### src/rtl/srambank_ctrl_64x4x72.sv
// srambank_ctrl_64x4x72
// Front-end for a single-port SRAM bank with a registered read port.
// Requests are forwarded to the bank combinationally on the accept cycle;
// read data comes back one cycle later, is captured into a small response
// FIFO and handed out in request order. Read credits (in-flight read plus
// FIFO occupancy) guarantee the FIFO can never overflow, so reads stall only
// when no credit is left and writes never stall.
//
// Handshake rules (both channels): a transfer happens on a rising clk edge
// when valid and ready are both high in the cycle before that edge. A source
// holding valid high keeps its payload stable until the transfer; rsp_valid
// and rsp_data stay stable while rsp_valid is high and rsp_ready is low.
module srambank_ctrl_64x4x72 #(
  parameter int AW       = 8,
  parameter int DW       = 72,
  parameter int RQ_DEPTH = 4
) (
  input  logic          clk,
  input  logic          reset,
  input  logic          req_valid,
  output logic          req_ready,
  input  logic          req_write,
  input  logic [AW-1:0] req_addr,
  input  logic [DW-1:0] req_wdata,
  output logic          rsp_valid,
  input  logic          rsp_ready,
  output logic [DW-1:0] rsp_data,
  output logic          bank_sel,
  output logic          bank_read,
  output logic          bank_write,
  output logic [AW-1:0] bank_addr,
  output logic [DW-1:0] bank_wd,
  input  logic [DW-1:0] bank_dataout
);

  // Pointer width; RQ_DEPTH is a power of two so pointers wrap naturally.
  localparam int PW = $clog2(RQ_DEPTH);
  // Occupancy must represent 0..RQ_DEPTH inclusive.
  localparam int CW = PW + 1;

  logic [PW-1:0] wr_ptr_q, wr_ptr_d;
  logic [PW-1:0] rd_ptr_q, rd_ptr_d;
  logic [CW-1:0] count_q, count_d;
  logic          inflight_q, inflight_d;
  logic [DW-1:0] fifo_q [RQ_DEPTH];
  logic [DW-1:0] fifo_d [RQ_DEPTH];

  logic [CW:0]   outstanding;
  logic          accept;
  logic          rd_accept;
  logic          push;
  logic          pop;

  // Credit accounting: one read may be in the bank pipeline on top of the
  // entries already waiting in the FIFO.
  always_comb begin
    outstanding = {1'b0, count_q} + {{CW{1'b0}}, inflight_q};
  end

  // Request side and bank drive; ready is forced low while reset is high so
  // nothing reaches the bank during reset.
  always_comb begin
    req_ready  = ~reset & (req_write | (outstanding < (CW+1)'(RQ_DEPTH)));
    accept     = req_valid & req_ready;
    rd_accept  = accept & ~req_write;
    bank_sel   = accept;
    bank_write = accept & req_write;
    bank_read  = rd_accept;
    bank_addr  = req_addr;
    bank_wd    = req_wdata;
  end

  // Response side: outputs come straight from registered FIFO state, so
  // there is no path from bank_dataout to rsp_data within a cycle.
  always_comb begin
    rsp_valid = (count_q != '0);
    rsp_data  = fifo_q[rd_ptr_q];
    push      = inflight_q;
    pop       = rsp_valid & rsp_ready;
  end

  // Next-state for the in-flight flag, FIFO storage, pointers and occupancy.
  always_comb begin
    inflight_d = rd_accept;
    fifo_d     = fifo_q;
    wr_ptr_d   = wr_ptr_q;
    rd_ptr_d   = rd_ptr_q;
    count_d    = count_q;
    if (push) begin
      fifo_d[wr_ptr_q] = bank_dataout;
      wr_ptr_d         = wr_ptr_q + 1'b1;
    end
    if (pop) begin
      rd_ptr_d = rd_ptr_q + 1'b1;
    end
    if (push && !pop) begin
      count_d = count_q + 1'b1;
    end else if (pop && !push) begin
      count_d = count_q - 1'b1;
    end
  end

  // State registers; reset drops any read in flight and empties the FIFO.
  always_ff @(posedge clk or posedge reset) begin
    if (reset) begin
      inflight_q <= 1'b0;
      wr_ptr_q   <= '0;
      rd_ptr_q   <= '0;
      count_q    <= '0;
      for (int i = 0; i < RQ_DEPTH; i++) begin
        fifo_q[i] <= '0;
      end
    end else begin
      inflight_q <= inflight_d;
      wr_ptr_q   <= wr_ptr_d;
      rd_ptr_q   <= rd_ptr_d;
      count_q    <= count_d;
      for (int i = 0; i < RQ_DEPTH; i++) begin
        fifo_q[i] <= fifo_d[i];
      end
    end
  end

endmodule

### config.mk
export PLATFORM = sky130hd
export DESIGN_NAME = srambank_ctrl_64x4x72
export DESIGN_NICKNAME = d
export VERILOG_FILES = /design/src/rtl/srambank_ctrl_64x4x72.sv
export SDC_FILE = /design/constraint.sdc
export NUM_CORES = 1
export LEC_CHECK = 0
export ABC_AREA = 1
export BUFFER_PORTS_ARGS = -buffer_cell sky130_fd_sc_hd__buf_2
export CAP_MARGIN = 20
export CORE_MARGIN = 4
export CORE_UTILIZATION = 29
export CTS_CLUSTER_DIAMETER = 120
export DETAILED_ROUTE_END_ITERATION = 10
export GPL_TIMING_DRIVEN = 0
export PLACE_DENSITY = 0.61
export SLEW_MARGIN = 0
export SYNTH_ARGS = -nofsm -noshare
export SYNTH_HDL_FRONTEND = slang
export SYNTH_SLANG_ARGS = --single-unit
### constraint.sdc
create_clock -name clk -period 8.4 [get_ports clk]
set_clock_uncertainty 0.1 [all_clocks]
set_input_delay 0.42 -clock clk [delete_from_list [all_inputs] [get_ports clk]]
set_output_delay 0.42 -clock clk [all_outputs]
set_load 0.03 [all_outputs]
==> results.cfg, run 1 <==
[drt]
viasPerCell = 4.731
ant_nets = 0
firstDrtPassIters = 5
drtIter0Drc = 783
wl_mm = 42.62
via_count = 11950
drc = 0
routedWlPerCell_um = 16.86

[synthesis]
postSynthAreaPerCell_um2 = 8.489
netlist_area_um2 = 13740
yosysWarnings = 0
yosysUniqueCellTypes = 19
yosysSeqAreaShare = 0.5390
syn_inst = 1619
syn_nets = 1782
synth_seq_cells = 296

[cells_and_area]
seqCellArea_um2 = 7407
areaGrowthSynthToFinish_pct = 23.62
fin_util = 0.3641
drive_gt1_frac = 0.2323
multiInputGateArea_um2 = 4683
antenna_cells = 0
fill_cells = 4852
nets = 2060

[timing]
holdWs_ps = 66.90
slew_headroom = 0.5649
clock.fmax_ghz = 0.3468
hold_viol = 0
tightest_slew_ps = 652.6
grt_setup_unrepaired = no
setup_viol = 0
layout_min_cycle_time_ps = 2884
fin_setup_tns_ps = 0
min_period_over_period = 0.3433
slew_violations = 0

[setup_path]
critical_path_class = flop to output port
critPathTopFamily = buffers and inverters
crit_path_end_kind = output port
path_max_fanout = 10
cp_cell_sequence = inv_2, clkbuf_1, o21ai_0, o21ai_1, buf_2
start_kind = flop
worstPathArrival_ps = 2360
critPathSlowestCell = clkbuf_1
reg2reg_slack_ps = 6390
crit_buf_inv = 3
worstPathRequired_ps = 7880
critPathMaxStageDelay_ps = 430

[cts]
clock-sinks = 296
cts_max_level = 2
cts_resized = 0
numCtsBuffers = 34
cts.clk_slew.worst_paths_ps = 60
tritoncts = built
cts_buffer_depth = 3
root_buffer = clkbuf_16
cts_setup_buffers = 0
clk_latency_ps = 520

[grt]
grt-ovfl-total = 0
grt_pass1_wl_mm = 66.57
grt_pass1_vias = 11740
antenna_found_initial = 1
grt.total_usage = 0.1648
grt_max_degree = 44

[floorplan]
fp.dieH_um = 225.7
die_area_um2 = 50940
initial_core_util = 0.2946
core_area_um2 = 46650
fp.dieW_um = 225.7
ioPinCount = 314
fp-row-count = 79

[place]
port_buffers = 233
gp_congestion = 0.7943
hpwlAfterDp_mm = 30.84

[worst_hold_path]
hp-class = input pin to flop

[power]
p_per_area_nw_per_um2 = 428.0
p_leak_nw = 8.536
vdd.ir_drop.worst_v = 0.0002513

[run_status]
outcome = finished, final reports clean

[flow_run]
max_cap_viol_count = 0
==> worst register-to-register path, stage by stage, from the launching register on <==
cell and delay [ps]:
dfrtp_1 440, nor2_1 120, nand2_1 120, nand2_1 180
ha_1 200, inv_1 70, fa_1 390, nand2_1 100
nand3_1 70, nand2_1 60, nand2_1 50
==> per-stage QoR <==
| stage | worst slack (ps) | std cells | cell area [µm²] | power, W |
|---|---|---|---|---|
| 6_report | 5516 | 2527 | 16990 | 0.007271 |
| 5_1_grt | 5291 | 2527 | 16990 | 0.007821 |
| 4_1_cts | 5426 | 2527 | 16990 | 0.007355 |
| 3_5_place_dp | 6001 | 2467 | 15830 | 0.005825 |
| 3_3_place_gp | 363.5 | 2459 | 15670 | 0.005741 |
| 2_1_floorplan | 2377 | 1619 | 13750 | 0.004765 |
==> power breakdown <==
group | internal [W] | switching (W) | leakage (nW) | total (W)
Sequential | 0.00214 | 0.000366 | 3.40 | 0.00250
Combinational | 0.00106 | 0.00220 | 4.58 | 0.00326
Clock | 0.000925 | 0.000581 | 0.556 | 0.00151
==> cells in the mapped netlist <==
master / count / area share
o21ai_1: 369 / 0.13
xnor2_1: 2 / 0.0013
fa_1: 1 / 0.0015
buf_1: 3 / 0.00082
xor2_1: 1 / 0.00064
nand2_4: 4 / 0.0033
buf_6: 35 / 0.029
inv_2: 2 / 0.00055
nand2_1: 304 / 0.083
dfrtp_1: 296 / 0.54
buf_4: 87 / 0.048
nand3_1: 4 / 0.0015
buf_2: 25 / 0.0091
nand4_1: 2 / 0.00091
ha_1: 5 / 0.0046
o21ai_0: 138 / 0.050
nor2_1: 218 / 0.060
inv_1: 86 / 0.023
clkbuf_1: 37 / 0.010
==> worst paths after layout <==
path,start,to,cells past startpoint
max in group asynchronous,reset,fifo_q[107]$_DFFE_PP0P_,7
min in group asynchronous,reset,fifo_q[282]$_DFFE_PP0P_,4
hold reg to reg,fifo_q[59]$_DFFE_PP0P_,fifo_q[59]$_DFFE_PP0P_,2
setup reg to reg,count_q[0]$_DFFE_PP0P_,count_q[2]$_DFFE_PP0P_,10
setup / recovery,rd_ptr_q[1]$_DFFE_PP0P_,rsp_data[51],5
hold / removal,req_valid,inflight_q$_DFF_PP0_,3
==> layout by cell type (no fill, tap or decap) <==
master         instances
buf_1                  3
buf_12                 8
buf_2                258
buf_4                 87
buf_6                 35
bufinv_16              2
clkbuf_1              45
clkbuf_16             37
clkbuf_8               7
clkinv_2               2
clkinv_4               1
clkinvlp_4             3
dfrtp_1              296
dlygate4sd3_1          1
fa_1                   1
ha_1                   5
inv_1                 85
inv_2                  2
nand2_1              304
nand2_4                4
nand3_1                4
nand4_1                2
nor2_1               218
o21ai_0              138
o21ai_1              369
xnor2_1                2
xor2_1                 1
==> registers in the layout (all words and copies together) (netlist names) <==
name,cells
fifo_q,288
count_q,3
rd_ptr_q,2
wr_ptr_q,2
inflight_q,1
==> timing repair <==
action,in CTS,in global routing
hold endpoints to repair,76,0
endpoints found under the setup margin,0,0
hold buffers,1,0
==> layout make-up <==
| cell class | count | area share |
|---|---|---|
| Buffer | 187 | 0.07785 |
| Clock buffer | 52 | 0.06194 |
| Timing Repair Buffer | 242 | 0.07866 |
| Tap cell | 607 | 0.04470 |
| Clock inverter | 7 | 0.005524 |
| Multi-Input combinational cell | 1048 | 0.2757 |
| Inverter | 88 | 0.01966 |
| Sequential cell | 296 | 0.4360 |
==> routing by layer <==
layer | GRT usage | vias up | wire length [µm]
li1 | - | 5735 | -
met1 | 0.2294 | 5772 | 19140
met2 | 0.2722 | 406 | 20220
met3 | 0.02561 | 41 | 2636
met4 | 0.03873 | 0 | 629
met5 | 0 | - | 0
==> cells by family (layout without fill, tap and decap cells) <==
group | count (synthesis) | after routing | synth area share
buffers and inverters | 275 | 576 | 0.1203
AO/OA/AOI/OAI | 507 | 507 | 0.1846
adder cells (fa/ha/maj) | 6 | 6 | 0.006009
AND/OR/NAND/NOR | 532 | 532 | 0.1482
flip-flops | 296 | 296 | 0.5390
XOR/XNOR | 3 | 3 | 0.001912
Power figures use the tool's default switching activity.
==> run 2: changes to the inputs <==
Settings changed: PLACE_DENSITY 0.61 to 0.59.
Clock period 8.4 ns to 2.89 ns, I/O delays scaled along.
==> results.cfg, run 2 (synthesized netlist as in run 1, its figures left out) <==
[run_status]
outcome = finished, final reports clean

[cts]
cts_buffer_depth = 3
cts_max_level = 2
tritoncts = built
cts_setup_buffers = 0
cts_resized = 0
clk_latency_ps = 540
numCtsBuffers = 36
root_buffer = clkbuf_16
clock-sinks = 296
cts.clk_slew.worst_paths_ps = 60

[floorplan]
fp-row-count = 79
die_area_um2 = 50940
initial_core_util = 0.2946
core_area_um2 = 46650
fp.dieH_um = 225.7
ioPinCount = 314
fp.dieW_um = 225.7

[timing]
slew_headroom = 0.5631
holdWs_ps = 133.3
slew_violations = 0
setup_viol = 0
min_period_over_period = 0.9263
clock.fmax_ghz = 0.3736
tightest_slew_ps = 655.3
grt_setup_unrepaired = no
layout_min_cycle_time_ps = 2677
hold_viol = 0

[drt]
ant_nets = 0
drc = 0
viasPerCell = 4.687
firstDrtPassIters = 7
routedWlPerCell_um = 16.72
drtIter0Drc = 838
wl_mm = 43.57
via_count = 12210

[cells_and_area]
multiInputGateArea_um2 = 4683
largest_register_ffs = 288
final_cell_area_um2 = 17850
areaGrowthSynthToFinish_pct = 29.89
nets = 2137
top_regs = fifo_q x288, count_q x3
drive_gt1_frac = 0.2271
seqCellArea_um2 = 7407
final_cell_mix = 369 x o21ai_1, 304 x nand2_1, 296 x dfrtp_1
antenna_cells = 0
fill_cells = 4810
mostFrequentLayoutCell = o21ai_1
top_register = fifo_q

[worst_hold_path]
hp-class = input pin to asynchronous set/reset pin

[setup_path]
critPathTopFamily = buffers and inverters
crit_buf_inv = 3
critPathMaxStageDelay_ps = 420
critical_path_class = flop to output port
start_kind = flop
critPathSlowestCell = clkbuf_1
crit_path_end_kind = output port
worstPathRequired_ps = 2650
path_max_fanout = 10
cp_cell_sequence = inv_2, clkbuf_1, o21ai_0, o21ai_1, buf_2
worstPathArrival_ps = 2430

[power]
switchingPower_w = 0.009284
vdd.ir_drop.worst_v = 0.0007229
p_leak_nw = 8.919
power_frac_seq = 0.336
combPwrFrac = 0.444
p_per_area_nw_per_um2 = 1213
p_clk_frac = 0.220
intPower_w = 0.01237
netSwitchingFraction = 0.4288

[grt]
antenna_found_initial = 0
grt-ovfl-total = 0
grt_pass1_vias = 12090
grt_pass1_wl_mm = 67.94
grt.total_usage = 0.1675
grt_max_degree = 43

[place]
placedInstanceArea_um2 = 15810
port_buffers = 233
gp_congestion = 0.7843
hpwlAfterDp_mm = 30.61

[flow_run]
max_cap_viol_count = 0
run 2: cell count changes in the layout (fill, tap and decap cells not counted), sizes merged:
cell	before	now
bufinv	2	5
clkinv	3	7
dlygate4sd3	1	76
clkbuf	89	87
clkinvlp	3	2
run 2: final cells by class:
class / count / share of cell area
Buffer: 187 / 0.07409
Inverter: 88 / 0.01871
Multi-Input combinational cell: 1048 / 0.2624
Tap cell: 607 / 0.04255
Sequential cell: 296 / 0.4149
Timing Repair Buffer: 317 / 0.1169
Clock inverter: 13 / 0.01079
Clock buffer: 50 / 0.05965
run 2: per-stage QoR:
step	power, W	TNS [ps]	util	worst slack (ps)	std cells
after CTS	0.02186	0	0.3822	190.8	2605
after detailed placement	0.01693	0	0.3389	740.6	2466
after global routing	0.02323	0	0.3826	39.65	2606
after global placement	0.01669	-929150	0.3359	-4205	2459
final	0.02165	0	0.3826	213.0	2606
after floorplan	0.01385	-399970	-	-2339	1619
run 2: path summary, 6_finish.rpt:
kind	startpoint	endpoint	slack, ps	cells past startpoint
min	reset	count_q[0]$_DFFE_PP0P_	130	4
min reg2reg	fifo_q[63]$_DFFE_PP0P_	fifo_q[63]$_DFFE_PP0P_	380	2
max	rd_ptr_q[1]$_DFFE_PP0P_	rsp_data[57]	210	5
min in group clk	bank_dataout[66]	fifo_q[138]$_DFFE_PP0P_	350	4
max in group asynchronous	reset	fifo_q[36]$_DFFE_PP0P_	1520	7
max reg2reg	count_q[0]$_DFFE_PP0P_	count_q[2]$_DFFE_PP0P_	900	10
run 2: power groups by stage:
stage	Combinational [W]	Clock (W)	Sequential, W
after floorplan	0.00677	0	0.00707
after global placement	0.00945	0	0.00724
after detailed placement	0.00962	0	0.00731
after CTS	0.00973	0.00487	0.00726
after global routing	0.0107	0.00503	0.00752
final	0.00960	0.00476	0.00728
run 2: worst min-delay path: stages:
cell           delay (ps)
dlygate4sd3_1         520
buf_2                 130
clkinvlp_4            100
buf_12                230
run 2: what timing repair did:
action	4_1_cts	5_1_grt
endpoints found under the setup margin	0	0
hold buffers	76	0
endpoints found under the hold margin	329	0
run 2: per-layer routing:
metal	vias to the layer above	GRT usage	routed length, µm
li1	5873	-	-
met1	5890	0.2273	19690
met2	396	0.2851	20780
met3	55	0.02821	2435
met4	0	0.03221	661
met5	-	0	0
==> run 3: changes to the inputs <==
Settings changed: GPL_TIMING_DRIVEN 0 to default.
==> results.cfg, run 3 (synthesized netlist as in run 1, its figures left out) <==
[cts]
clk_latency_ps = 530
root_buffer = clkbuf_16
cts_resized = 0
cts_max_level = 2
cts_setup_buffers = 0
clock-sinks = 296
cts_buffer_depth = 3
cts.clk_slew.worst_paths_ps = 50
tritoncts = built
numCtsBuffers = 36

[drt]
via_count = 10930
wl_mm = 34.22
viasPerCell = 4.624
firstDrtPassIters = 7
ant_nets = 0
drtIter0Drc = 691
routedWlPerCell_um = 14.48
drc = 0

[floorplan]
fp-row-count = 79
core_area_um2 = 46650
fp.dieW_um = 225.7
die_area_um2 = 50940
ioPinCount = 314
initial_core_util = 0.2946
fp.dieH_um = 225.7

[grt]
use_met3 = 0.03419
grt_util_met2 = 0.2142
grt_pass1_wl_mm = 56.37
antenna_found_initial = 2
grt-ovfl-total = 0
met1_usage = 0.1794
grt_max_degree = 145
grt_pass1_vias = 10780
busiest_layer = met2
grt.total_usage = 0.1355

[power]
p_per_area_nw_per_um2 = 1261
intPower_w = 0.01185
combPwrFrac = 0.429
switchingPower_w = 0.008670
p_leak_nw = 7.915
netSwitchingFraction = 0.4226
p_clk_frac = 0.216
power_frac_seq = 0.355
vdd.ir_drop.worst_v = 0.0006267
power.total_w = 0.02052

[timing]
grt_setup_unrepaired = no
min_period_over_period = 0.8829
clock.fmax_ghz = 0.3919
tightest_slew_ps = 888.8
fin_setup_tns_ps = 0
hold_viol = 0
slew_headroom = 0.4075
setup_viol = 0
slew_violations = 0
layout_min_cycle_time_ps = 2552

[setup_path]
critPathMaxStageDelay_ps = 680
cp_cell_sequence = nand2_1, nand2_1, nand2_1, nand4_1, dlygate4sd3_1, inv_1, buf_2
worstPathRequired_ps = 2650
crit_buf_inv = 3
critical_path_class = flop to output port
path_max_fanout = 9
critPathSlowestCell = dfrtp_1
crit_path_end_kind = output port
worstPathArrival_ps = 2310
start_kind = flop
crit_path_frequent_cell = nand2_1
critPathTopFamily = buffers and inverters

[place]
gp_congestion = 0.7172
port_buffers = 153
hpwlAfterDp_mm = 20.02

[cells_and_area]
final_cell_mix = 369 x o21ai_1, 304 x nand2_1, 295 x dfrtp_1
nets = 1895
top_register = fifo_q
top_regs = fifo_q x288, count_q x3
areaGrowthSynthToFinish_pct = 18.40
fill_cells = 4802
largest_register_ffs = 288
antenna_cells = 0
drive_gt1_frac = 0.1406
mostFrequentLayoutCell = o21ai_1

[worst_hold_path]
hp-class = input pin to output port

[flow_run]
max_cap_viol_count = 0

[run_status]
outcome = finished, final reports clean
## run 3: final cells by class
type                            instances  area [µm²]  area share
Clock buffer                           55        1074     0.06597
Clock inverter                          8       81.33    0.004998
Inverter                               88       339.1     0.02084
Multi-Input combinational cell       1048        4683      0.2878
Sequential cell                       296        7411      0.4554
Tap cell                              607       759.5     0.04667
Timing Repair Buffer                  262        1924      0.1183
## run 3: metal layers
metal / vias up / part of all wire
met2: 318 / 0.45
met3: 95 / 0.067
met1: 5091 / 0.45
met4: 4 / 0.033
met5: - / 0.00079
li1: 5423 / -
## run 3: final timing paths
check | startpoint | end | slack [ps] | cells past startpoint
worst max-delay path | inflight_q$_DFF_PP0_ | bank_read | 340 | 7
worst min-delay path | req_addr[6] | bank_addr[6] | 190 | 0
worst max register to register | count_q[0]$_DFFE_PP0P_ | count_q[2]$_DFFE_PP0P_ | 960 | 10
worst min register to register | fifo_q[63]$_DFFE_PP0P_ | fifo_q[63]$_DFFE_PP0P_ | 380 | 2
max in group asynchronous | reset | rd_ptr_q[0]$_DFFE_PP0P_ | 1700 | 5
min in group asynchronous | reset | count_q[2]$_DFFE_PP0P_ | 200 | 4
## run 3: power by group through the flow
stage | combinational (W) | sequential [W] | clock [W]
floorplan | 0.00677 | 0.00707 | 0
global placement | 0.00868 | 0.00727 | 0
detailed placement | 0.00884 | 0.00733 | 0
CTS | 0.00895 | 0.00728 | 0.00462
global route | 0.00992 | 0.00755 | 0.00478
finish | 0.00881 | 0.00728 | 0.00442
## run 3: stage by stage
step / area (µm²) / hold WS, ps / util / worst slack (ps) / cells
finish: 16270 / 189.0 / 0.3488 / 338.3 / 2364
global route: 16270 / 189.1 / 0.3488 / 165.8 / 2364
CTS: 16270 / 175.5 / 0.3488 / 278.4 / 2364
detailed placement: 14360 / 189.2 / 0.3077 / 874.7 / 2225
global placement: 14360 / 189.2 / 0.3077 / 897.3 / 2225
floorplan: 13750 / 192.3 / - / -2339 / 1619
## run 3: repair_timing
| item | in CTS | in global routing |
|---|---|---|
| endpoints found under the setup margin | 0 | 0 |
| hold endpoints to repair | 451 | 0 |
| hold buffers | 76 | 0 |
